===== src/rtl/multi_rate_divider.sv =====
// Multi-channel programmable clock-enable divider with shadowed configuration.
// Each channel counts 0..D, ticks at D, and drives high while its count is below H.
module multi_rate_divider #(
  parameter int CHANNELS = 4,
  parameter int WIDTH    = 8,
  parameter int CH_BITS  = 2
) (
  input  logic                i_Clock,
  input  logic                i_Reset,
  input  logic [CHANNELS-1:0] i_Enable,
  input  logic                i_Sync,
  input  logic                i_Wr_En,
  input  logic [CH_BITS-1:0]  i_Wr_Chan,
  input  logic [WIDTH-1:0]    i_Wr_Div,
  input  logic [WIDTH-1:0]    i_Wr_High,
  output logic [CHANNELS-1:0] o_Tick,
  output logic [CHANNELS-1:0] o_Out,
  output logic [CHANNELS-1:0] o_Pending
);

  localparam logic [WIDTH-1:0] DEF_D = WIDTH'(3);
  localparam logic [WIDTH-1:0] DEF_H = WIDTH'(2);

  logic [WIDTH-1:0]    cnt   [CHANNELS];
  logic [WIDTH-1:0]    act_d [CHANNELS];
  logic [WIDTH-1:0]    act_h [CHANNELS];
  logic [WIDTH-1:0]    sh_d  [CHANNELS];
  logic [WIDTH-1:0]    sh_h  [CHANNELS];
  logic [CHANNELS-1:0] pend;

  logic                wr_valid;
  logic [CHANNELS-1:0] wr_hit;
  logic [CHANNELS-1:0] wrap;
  logic [CHANNELS-1:0] apply;

  // Writes addressing a channel beyond CHANNELS are dropped.
  assign wr_valid  = i_Wr_En && ({1'b0, i_Wr_Chan} < (CH_BITS+1)'(CHANNELS));
  assign o_Pending = pend;

  always_comb begin
    wr_hit = '0;
    wrap   = '0;
    apply  = '0;
    o_Tick = '0;
    o_Out  = '0;
    for (int unsigned i = 0; i < CHANNELS; i++) begin
      wr_hit[i] = wr_valid && (i_Wr_Chan == CH_BITS'(i));
      wrap[i]   = i_Enable[i] && (cnt[i] == act_d[i]);
      // Shadow lands at the period boundary, on sync, or at once when idle.
      apply[i]  = pend[i] && (i_Sync || !i_Enable[i] || wrap[i]);
      o_Tick[i] = wrap[i];
      o_Out[i]  = i_Enable[i] && (cnt[i] < act_h[i]);
    end
  end

  always_ff @(posedge i_Clock) begin
    if (!i_Reset) begin
      pend <= '0;
      for (int unsigned i = 0; i < CHANNELS; i++) begin
        cnt[i]   <= '0;
        act_d[i] <= DEF_D;
        act_h[i] <= DEF_H;
        sh_d[i]  <= DEF_D;
        sh_h[i]  <= DEF_H;
      end
    end else begin
      for (int unsigned i = 0; i < CHANNELS; i++) begin
        if (i_Sync || !i_Enable[i] || wrap[i])
          cnt[i] <= '0;
        else
          cnt[i] <= cnt[i] + WIDTH'(1);

        if (apply[i]) begin
          act_d[i] <= sh_d[i];
          act_h[i] <= sh_h[i];
        end

        // A write coinciding with an apply: old shadow goes active, new one stays pending.
        if (wr_hit[i]) begin
          sh_d[i] <= i_Wr_Div;
          sh_h[i] <= i_Wr_High;
          pend[i] <= 1'b1;
        end else if (apply[i]) begin
          pend[i] <= 1'b0;
        end
      end
    end
  end

endmodule


===== config.mk =====
export PLATFORM = sky130hd
export DESIGN_NAME = multi_rate_divider
export DESIGN_NICKNAME = d
export VERILOG_FILES = /design/src/rtl/multi_rate_divider.sv
export SDC_FILE = /design/constraint.sdc
export NUM_CORES = 1
export LEC_CHECK = 0
export ABC_AREA = 1
export BUFFER_PORTS_ARGS = -buffer_cell sky130_fd_sc_hd__buf_2
export CORE_MARGIN = 4
export CORE_UTILIZATION = 60
export DETAILED_ROUTE_END_ITERATION = 12
export PLACE_DENSITY = 0.84
export SYNTH_ARGS = -nofsm -noshare
export SYNTH_HDL_FRONTEND = slang
export SYNTH_SLANG_ARGS = --single-unit
export TNS_END_PERCENT = 5

===== constraint.sdc =====
create_clock -name i_Clock -period 3.61 [get_ports i_Clock]
set_clock_uncertainty 0.1 [all_clocks]
set_input_delay 0.361 -clock i_Clock [delete_from_list [all_inputs] [get_ports i_Clock]]
set_output_delay 0.361 -clock i_Clock [all_outputs]
set_load 0.01 [all_outputs]

# Yosys cells after proc, flatten, opt, wreduce, memory -nomap -nowiden

Memories as Yosys holds them, arrays and structs flattened.
Cells that the tools add are included.

Muxes and demuxes: 81
Bitwise operators: 24
Add/subtract/negate cells: 4
Equality and inequality tests: 7
Reduce and logical (&&, ||, !) cells: 33
Order comparisons: 4

Operator list:

| operator                                            | number |
|---|---|
| 2-to-1 mux 8 bit                                    | 24 |
| 2-to-1 mux 1 bit                                    | 57 |
| adder 8 x 1 -> 8 bit, second input constant         | 4 |
| equality test 8 bit                                 | 4 |
| < comparator 8 bit                                  | 4 |
| bitwise OR 1 bit                                    | 24 |
| logical AND 1 bit                                   | 16 |
| logical OR 1 bit                                    | 8 |
| nonzero test 2 bit                                  | 4 |
| equality test 2 bit, second input constant          | 2 |
| logical NOT 1 bit                                   | 4 |
| equality test 2 x 1 -> 1 bit, second input constant | 1 |
| logical NOT 2 bit                                   | 1 |

RAM bits: 160
Flip-flop bits (word level): 4
Word-level logic and storage cells: 162
Memories: 5
Output and inout bits: 12

Memories:

| name  | words | width | read ports | clocked after Yosys merged registers in | wr ports | RTL line | RTL |
|---|---|---|---|---|---|---|---|
| act_d | 4     | 8     | 4          | 0                                       | 4        | 25       | `logic [WIDTH-1:0] act_d [CHANNELS];` |
| act_h | 4     | 8     | 4          | 0                                       | 4        | 26       | `logic [WIDTH-1:0] act_h [CHANNELS];` |
| cnt   | 4     | 8     | 4          | 0                                       | 4        | 24       | `logic [WIDTH-1:0] cnt [CHANNELS];` |
| sh_d  | 4     | 8     | 4          | 0                                       | 4        | 27       | `logic [WIDTH-1:0] sh_d [CHANNELS];` |
| sh_h  | 4     | 8     | 4          | 0                                       | 4        | 28       | `logic [WIDTH-1:0] sh_h [CHANNELS];` |

# Longest topological paths before layout

Depth after elaboration: 8
Depth in mapped cells: 11
Gate-level depth less buffers: 10

# Worst setup path before layout

Ideal clock, no wire load.

Path type: register to register
From: mem cnt[0][2]
To: mem act_d[0][0] (enable)
Path buffers: 1
Arrival time: 1.450 ns
Data required time: 3.138 ns
Cell stages (with the launch flop): 8
Setup slack: 1.688 ns
Cells stage by stage: edfxtp_1 buf_2 xor2_1 nor2_1 nand3_2 nand2_4 nand2_1 nand2_1

RTL lines:

| item            | RTL line |
|---|---|
| start, declared | 24 |
| end, declared   | 25 |

==> flow_metrics.env <==
export IMPL_fin_crit_sh_pct=66.6
export IMPL_syn_to_final_growth_pct=12.6
export IMPL_setup_tns_ns=0
export IMPL_status="complete, no violations"
export IMPL_crit_path_start_kind="flip-flop"
export IMPL_synth_compound_area_share_pct=3.08
export IMPL_ctsResizeCount=0
export IMPL_initial_core_util_pct=61.7
export IMPL_rows=42
export IMPL_period_minus_slack_ns=2.41
export IMPL_grt_util_met3_pct=4.90
export IMPL_post_cts_buffers=0
export IMPL_final_antenna_net_count=0
export IMPL_drive_gt1_share_pct=15.1
export IMPL_tightest_slew_ns=0.716
export IMPL_die_area_mm2=0.0156
export IMPL_syn_inst=821
export IMPL_synth_fa_ha_area_share_pct=4.88
export IMPL_yosys_area_share_simple_pct=20.4
export IMPL_vdd_drop_max_mv=0.340
export IMPL_synth_xor_area_share_pct=2.46
export IMPL_vias=5433
export IMPL_hold_buffers=0
export IMPL_die_y_um=125
export IMPL_busiest_layer="met2"
export IMPL_synth_avg_cell_area_um2=9.99
export IMPL_post_drt_via_cell_ratio=5.01
export IMPL_crit_path_end_kind="output pin"
export IMPL_nNetsFinal=953
export IMPL_grt_pass1_vias=5353
export IMPL_p_per_area_mw_per_mm2=477
export IMPL_place_gp_congestion=0.884
export IMPL_max_slew_margin_pct=52.3
export IMPL_ys_seq_elements=164
export IMPL_ys_flop_type="edfxtp_1"
export IMPL_synth_area_mux_share_pct=0
export IMPL_async_reset_ff_share_pct=0
export IMPL_cts_tree="built"
export IMPL_maxCapViolations=0
export IMPL_fmax_ghz=0.416
export IMPL_netlist_area_leader_share_pct=58.6
export IMPL_root_buffer="clkbuf_16"
export IMPL_synth_most_common_cell="inv_1"
export IMPL_yosys_top_cells_count="inv_1, edfxtp_1, nor2_1"
export IMPL_synthTopCellsByArea="edfxtp_1, inv_1, nor2_1"
export IMPL_yosysWarnings=0
export IMPL_antenna_found_initial=0
export IMPL_grt_pass1_wl_mm=25.0
export IMPL_syn_area_mm2=0.00821
export IMPL_clockBufferDepth=2
export IMPL_met1_usage_pct=25.2
export IMPL_place_hpwl_mm=10.5
export IMPL_final_seq_area_mm2=0.00488
export IMPL_diodes=0
export IMPL_finalWirelength_mm=15.0
export IMPL_p_total_w=0.00441
export IMPL_cp_startpoint="cnt[3][1]"
export IMPL_wl_per_cell_um=13.8
export IMPL_use_met2_pct=35.6
export IMPL_final_hold_viol_count=0
export IMPL_ys_seq_area_share_pct=59.5
export IMPL_synth_cell_types=28
export IMPL_timing_rr_start="cnt[0][2]"
export IMPL_synth_edf_count=160
export IMPL_rsz0062_at_grt="no"
export IMPL_cts_sinks=164
export IMPL_io_buffers=37
export IMPL_cp_required_ns=3.15
export IMPL_synth_top_area_cell="edfxtp_1"
export IMPL_grt_start_max_net_pins=34
export IMPL_clk_pin_slew_ns=0.06
export IMPL_critical_path_class="reg -> out"
export IMPL_numCtsBuffers=17
export IMPL_crit_arrival_ns=1.94
export IMPL_p_leak_nw=4.13
export IMPL_cts_max_level=4
export IMPL_die_w_um=125
export IMPL_fillCellCount=929
export IMPL_dr_pass1_iters=5
export IMPL_critPathMaxFanout=5
export IMPL_drt_initial_drc_count=425
export IMPL_drv_slew=0
export IMPL_worstHoldStart="i_Wr_High[1]"
export IMPL_insertion_delay_ns=0.43
export IMPL_grt_usage_pct=20.4
export IMPL_setup_viol=0
export IMPL_multi_input_area_mm2=0.00265
export IMPL_drcViolationCount=0
export IMPL_synth_top_family_by_area="simple AND/OR/NAND/NOR gates"
export IMPL_hold_class="in -> reg"
export IMPL_core_area_mm2=0.0133
export IMPL_io_pins=38
export IMPL_grt_overflow=0
## stage by stage
step / hold slack (ns) / instance area (µm²) / util (%) / setup slack, ns / cells
after floorplan: 0.402 / 8320 / - / 1.69 / 852
after global placement: 0.425 / 8630 / 64.9 / 1.53 / 1052
after detailed placement: 0.423 / 8630 / 64.9 / 1.46 / 1052
after CTS: 0.167 / 9240 / 69.5 / 1.19 / 1084
after global routing: 0.181 / 9240 / 69.5 / 1.08 / 1084
final: 0.195 / 9240 / 69.5 / 1.20 / 1084
## cells in the final DEF (no fill, tap or decap), types with 12 or more instances in the layout
cell type and n:
nand2_1 119, clkbuf_16 17, nor2_2 42, inv_1 174
xor2_1 16, edfxtp_1 160, conb_1 32, nand3_1 24
o21ai_0 12, nor2_1 121, buf_2 37, ha_1 32
nand4_1 22, a21oi_1 29
## worst paths after layout
path	slack (ns)	cells after the start	to
max	1.20	5	o_Out[3]
min	0.19	3	sh_h[0][1]
max reg2reg	1.43	6	act_d[0][6]
min reg2reg	0.44	2	act_d[3][0]
## cell families (layout without fill, tap and decap cells)
family / Yosys count / after routing
other cells: 1 / 32
simple gates: 356 / 356
buf+inv: 198 / 254
fa+ha+maj: 32 / 32
xor+xnor: 23 / 23
flops: 164 / 164
compound gates: 47 / 47
## worst max-delay path, cell delays in order, from the launching register on
cell	delay, ns
edfxtp_1	0.47
ha_1	0.32
a21oi_1	0.18
o21ai_0	0.15
a211oi_1	0.23
buf_2	0.17
## report_power, final
| group | internal (W) | switching [W] |
|---|---|---|
| Clock | 0.00112 | 0.000739 |
| Combinational | 0.0000911 | 0.000203 |
| Sequential | 0.00220 | 0.0000574 |
## cell type report
class,count,share of cell area (%)
clock buffers,20,4.94
well taps,176,2.38
clock inverters,12,1.67
flip-flops and latches,164,52.9
inverters,185,7.51
repair buffers,37,2.00
multi-input cells,490,28.6
## per-layer routing
| metal | wire length [µm] | up-vias |
|---|---|---|
| li1 | - | 2747 |
| met1 | 6190 | 2504 |
| met2 | 7640 | 156 |
| met3 | 850 | 26 |
| met4 | 270 | 0 |
| met5 | 0 | - |
## sequential cells by signal, indices dropped and copies added (netlist names)
signal and flops:
cnt 32, sh_h 32, act_d 32, act_h 32
sh_d 32, o_Pending 4
Note: power is estimated with default switching activity, not from simulation.
